**config.mk**
```make
export PLATFORM = sky130hd
export DESIGN_NAME = serv_wb_ram
export DESIGN_NICKNAME = d
export VERILOG_FILES = /design/src/rtl/serv_wb_ram.sv
export SDC_FILE = /design/constraint.sdc
export NUM_CORES = 2
export LEC_CHECK = 0
export CORE_MARGIN = 5
export CORE_UTILIZATION = 56
export CTS_BUF_LIST = sky130_fd_sc_hd__clkbuf_4 sky130_fd_sc_hd__clkbuf_8 sky130_fd_sc_hd__clkbuf_16
export CTS_CLUSTER_SIZE = 40
export DETAILED_ROUTE_END_ITERATION = 8
export PLACE_DENSITY_LB_ADDON = 0.15
export SLEW_MARGIN = 20
export SYNTH_ARGS = -nofsm -noshare
export SYNTH_HDL_FRONTEND = slang
export SYNTH_SLANG_ARGS = --single-unit
```
**constraint.sdc**
```tcl
create_clock -name i_clk -period 2.9 [get_ports i_clk]
set_input_delay 0.725 -clock i_clk [delete_from_list [all_inputs] [get_ports i_clk]]
set_output_delay 0.725 -clock i_clk [all_outputs]
set_load 0.01 [all_outputs]
```
**src/rtl/serv_wb_ram.sv**
```systemverilog
// Wishbone-attached byte-lane RAM with configurable wait states, range checking and abort.
// Memory contents are not reset; only the handshake state is.
module serv_wb_ram #(
    parameter int DEPTH       = 256,
    parameter int WAIT_STATES = 0,
    parameter int AW          = $clog2(DEPTH)
) (
    input  logic        i_clk,
    input  logic        i_rst,
    input  logic [31:0] i_wb_adr,
    input  logic [31:0] i_wb_dat,
    input  logic [3:0]  i_wb_sel,
    input  logic        i_wb_we,
    input  logic        i_wb_cyc,
    output logic [31:0] o_wb_rdt,
    output logic        o_wb_ack,
    output logic        o_wb_err
);

    localparam int WORDS = DEPTH / 4;
    localparam int IW    = (AW > 2) ? AW - 2 : 1;

    typedef enum logic [1:0] {
        IDLE = 2'd0,
        WAIT = 2'd1,
        RESP = 2'd2
    } state_t;

    state_t      state_q, state_d;
    logic [3:0]  cnt_q, cnt_d;
    logic [31:0] adr_q, adr_d;
    logic [31:0] dat_q, dat_d;
    logic [3:0]  sel_q, sel_d;
    logic        we_q, we_d;
    logic        ack_q, ack_d;
    logic        err_q, err_d;
    logic [31:0] rdt_q, rdt_d;
    logic        resp_s;
    logic        range_err_s;
    logic [IW-1:0] rd_idx_s;
    logic [IW-1:0] wr_idx_s;

    logic [31:0] mem_q [0:WORDS-1];

    // The response is decided from the request as it will be held once captured,
    // so a zero-wait-state request can respond straight out of IDLE.
    assign range_err_s = (adr_d >> AW) != 32'd0;
    assign rd_idx_s    = adr_d[IW+1:2];
    assign wr_idx_s    = adr_q[IW+1:2];

    // Next-state, capture and response computation
    always_comb begin
        state_d = state_q;
        cnt_d   = cnt_q;
        adr_d   = adr_q;
        dat_d   = dat_q;
        sel_d   = sel_q;
        we_d    = we_q;
        resp_s  = 1'b0;
        case (state_q)
            IDLE: begin
                if (i_wb_cyc) begin
                    adr_d = i_wb_adr;
                    dat_d = i_wb_dat;
                    sel_d = i_wb_sel;
                    we_d  = i_wb_we;
                    if (WAIT_STATES == 0) begin
                        state_d = RESP;
                        resp_s  = 1'b1;
                    end else begin
                        state_d = WAIT;
                        cnt_d   = 4'(WAIT_STATES);
                    end
                end else begin
                    cnt_d = 4'd0;
                end
            end
            WAIT: begin
                if (!i_wb_cyc) begin
                    state_d = IDLE;
                    cnt_d   = 4'd0;
                end else if (cnt_q <= 4'd1) begin
                    state_d = RESP;
                    cnt_d   = 4'd0;
                    resp_s  = 1'b1;
                end else begin
                    cnt_d = cnt_q - 4'd1;
                end
            end
            RESP: begin
                state_d = IDLE;
                cnt_d   = 4'd0;
            end
            default: begin
                state_d = IDLE;
                cnt_d   = 4'd0;
            end
        endcase

        ack_d = resp_s & ~range_err_s;
        err_d = resp_s & range_err_s;
        if (resp_s && !range_err_s && !we_d) begin
            rdt_d = mem_q[rd_idx_s];
        end else begin
            rdt_d = 32'd0;
        end
    end

    // Handshake state and registered bus outputs
    always_ff @(posedge i_clk) begin
        if (i_rst) begin
            state_q <= IDLE;
            cnt_q   <= 4'd0;
            adr_q   <= 32'd0;
            dat_q   <= 32'd0;
            sel_q   <= 4'd0;
            we_q    <= 1'b0;
            ack_q   <= 1'b0;
            err_q   <= 1'b0;
            rdt_q   <= 32'd0;
        end else begin
            state_q <= state_d;
            cnt_q   <= cnt_d;
            adr_q   <= adr_d;
            dat_q   <= dat_d;
            sel_q   <= sel_d;
            we_q    <= we_d;
            ack_q   <= ack_d;
            err_q   <= err_d;
            rdt_q   <= rdt_d;
        end
    end

    // Byte-lane write at the end of an acknowledged write; reset here cancels it
    always_ff @(posedge i_clk) begin
        if (!i_rst && state_q == RESP && ack_q && we_q) begin
            for (int n = 0; n < 4; n++) begin
                if (sel_q[n]) begin
                    mem_q[wr_idx_s][8*n +: 8] <= dat_q[8*n +: 8];
                end
            end
        end
    end

    assign o_wb_ack = ack_q;
    assign o_wb_err = err_q;
    assign o_wb_rdt = rdt_q;

endmodule

```
==> out/summary.txt <==
vias in the first global route - 50200
CTS tree - yes
Achievable Freq - 0.342 GHz
Num CTS Buffers - 206
VDD IR max - 0.506 mV
setup ws final - -22.2 ps
vias after detailed routing - 52500
routed len/inst - 28.5 µm
worst hold-check path type - in2reg
Synth area leaders - edfxtp_1, nand2_1, mux4_2, nand3_1, dfxtp_1
CP Capture Type - primary output
fillcell total - 9868
Max Slew Vio Count - 0
Placed Cells incl. Taps - 7989
drt drc - 7
antenna viol nets, final - 0
most common flop cell mapped by yosys - edfxtp_1
syn_nets - 5654
CP Class - reg2out
Critical Path Fanout Max - 1
initial antenna violation count - 20
Remaining Overflow, GRT - 0
Die Width - 393 µm
Pwr Density - 665 mW/mm²
final worst path period share - 1.01
Synth top area share - 0.750
Die Area - 0.154 mm²
Worst-Margin Slew - 1100 ps
Synth Instances - 5582
Starting DRT DRC Count - 7354
endpoints failing setup - 1
Port Buffers - 103
area leader, netlist - edfxtp_1
RSZ-0062 raised after global routing - true
Worst Clk Skew - 38.7 ps
Rel. slew slack - 0.265
drt first pass iters - 9
Vias per Instance - 6.24
Longest Clk Path Bufs - 3
gpl congestion - 0.928
clock-pin slew on the worst setup and hold paths - 60 ps
synthesized flop and latch total - 2126
CTS sink cnt - 2126
fraction of layout cells with a size suffix above 1 - 0.206
Slowest-stage cell, CP - clkdlybuf4s50_1
CP delay by family, top - buffers and inverters
worst endpoint data arrival time - 2200 ps
Final Critical Period - 2920 ps
Final Hold Fails - 0
critical path cell sequence - clkdlybuf4s50_1
fin nets - 6377
largest net degree at the start of global routing - 65
Post-Route WL - 239000 µm
Cell Rows - 140
Layout area overhead - 19.6%
Clk Tree Root Cell - clkbuf_16
Post-synth EDFFs - 2048
Pleak - 32.8 nW
number of H-tree levels - 4
required time worst endpoint - 2170 ps
Distinct cells, synth - 49
CP Buf/Inv Count - 1
Synth Cell Area - 0.0820 mm²
maxcap violations - 0
Avg Inst Size Synth - 14.7 µm²
I/O pin count - 106
Tot Pwr - 65.2 mW
Initial Utilization - 0.563
Core ar. - 0.146 mm²
YS warnings - 0
Setup TNS Final - -22.2 ps
failing checks - design-rule violations, negative setup slack
GRT Resource Usage Total - 0.309
Post-synth ARST share - 0
detailed placer's ending HPWL - 156000 µm
sequential area share after synthesis - 0.769
first-pass GRT wire length - 344000 µm
CP Launch Type - flop
status - complete, but fails checks
Clk Latency, worst-skew pair - 850 ps
final cell count without fillers - 8407
Die H - 393 µm
Crit path largest cell delay - 680 ps
cell families after synthesis:
family	share of synthesized area
flip-flops	0.769
AO/OA/AOI/OAI	0.0443
multiplexers	0.0517
buffers and inverters	0.0184
AND/OR/NAND/NOR	0.116
worst register-to-register path, cell delays in order (launching register included):
cell and delay [ps]:
dfxtp_1 310, buf_4 150, nor2b_4 140, buf_4 210, mux2_4 440, nor2_4 190
buf_12 200, buf_4 260, a31oi_1 110, nand4_1 200, a21oi_1 150, or3_1 370
final timing paths:
kind / slack (ps) / to / startpoint / cells after the start
worst max register to register: 50 / o_wb_rdt[3]$_SDFF_PP0_ / state_q[1]$_SDFFE_PP0P_ / 11
worst min-delay path: 150 / adr_q[7]$_SDFF_PP0_ / i_rst / 2
worst min register to register: 460 / dat_q[17]$_SDFFE_PP0P_ / dat_q[17]$_SDFFE_PP0P_ / 2
worst max-delay path: -20 / o_wb_rdt[24] / o_wb_rdt[24]$_SDFF_PP0_ / 1
report_power, final:
| part | internal (mW) | switching [mW] | leakage (nW) | total, mW |
|---|---|---|---|---|
| Clock | 14.9 | 11.2 | 3.36 | 26.2 |
| Sequential | 33.7 | 0.301 | 17.9 | 34.0 |
| Combinational | 1.95 | 3.12 | 11.5 | 5.08 |
metrics by stage:
stage	setup WS, ps	hold WS, ps	util	area, µm²
after floorplan	94.4	432	-	82000
after global placement	-1200	442	0.624	90900
after detailed placement	-1250	447	0.624	90900
after CTS	8.29	88.9	0.670	97500
after global routing	-50.9	133	0.673	98000
final	-22.2	151	0.674	98000
what timing repair did:
action | CTS | global route
gates cloned | 0 | 2
hold buffers | 0 | 0
setup buffers | 0 | 23
endpoints found under the setup margin | 12 | 34
pin swaps | 0 | 5
gates resized for setup | 11 | 33
synth_stat cells, types with 7 or more instances:
| cell type | instances |
|---|---|
| mux4_2 | 128 |
| edfxtp_1 | 2048 |
| a21oi_1 | 236 |
| clkbuf_1 | 242 |
| mux2i_1 | 131 |
| nor2_1 | 393 |
| a31oi_1 | 96 |
| nand4b_1 | 31 |
| o22ai_1 | 60 |
| a311o_1 | 28 |
| buf_6 | 10 |
| a22oi_1 | 60 |
| buf_2 | 68 |
| nor4_1 | 68 |
| o221ai_1 | 35 |
| dfxtp_1 | 78 |
| nor3b_1 | 7 |
| nand3_1 | 320 |
| o21ai_0 | 63 |
| buf_1 | 28 |
| nand4_1 | 98 |
| nand2_1 | 1297 |
cells in the final DEF, fill, tap and decap left out, types with 31 or more instances in the layout:
| cell | n |
|---|---|
| edfxtp_1 | 2048 |
| nand2_1 | 1290 |
| buf_4 | 659 |
| nor2_1 | 388 |
| nand3_1 | 320 |
| a21oi_1 | 231 |
| clkbuf_16 | 211 |
| mux4_2 | 128 |
| mux2i_1 | 127 |
| clkdlybuf4s50_1 | 100 |
| nand4_1 | 98 |
| buf_12 | 98 |
| a31oi_1 | 96 |
| clkbuf_4 | 63 |
| o21ai_0 | 62 |
| a22oi_1 | 60 |
| o22ai_1 | 59 |
| nor4_1 | 55 |
| dfxtp_1 | 43 |
| clkinv_1 | 37 |
| o221ai_1 | 34 |
| dfxtp_2 | 32 |
| nand4b_1 | 31 |
layer usage:
layer | global-route usage | share of wire | vias up
li1 | - | - | 22400
met1 | 0.458 | 0.39 | 26400
met2 | 0.453 | 0.44 | 3143
met3 | 0.0712 | 0.12 | 482
met4 | 0.120 | 0.044 | 24
met5 | 0 | 0.00057 | -
area by class of cell:
class | instances | area (µm²) | area share
Sequential cell | 2126 | 63100 | 0.644
Clock inverter | 89 | 661 | 0.00674
Multi-Input combinational cell | 3102 | 17800 | 0.181
Clock buffer | 293 | 5990 | 0.0611
Timing Repair Buffer | 869 | 8080 | 0.0824
Tap cell | 1917 | 2400 | 0.0245
Antenna cell | 11 | 27.5 | 0.000281
flip-flops by register name, indices dropped and copies added (netlist names), 4 cells and up:
name,count
mem_q,2048
dat_q,32
o_wb_rdt,32
adr_q,6
sel_q,4
(Power assumes the default switching activity.)
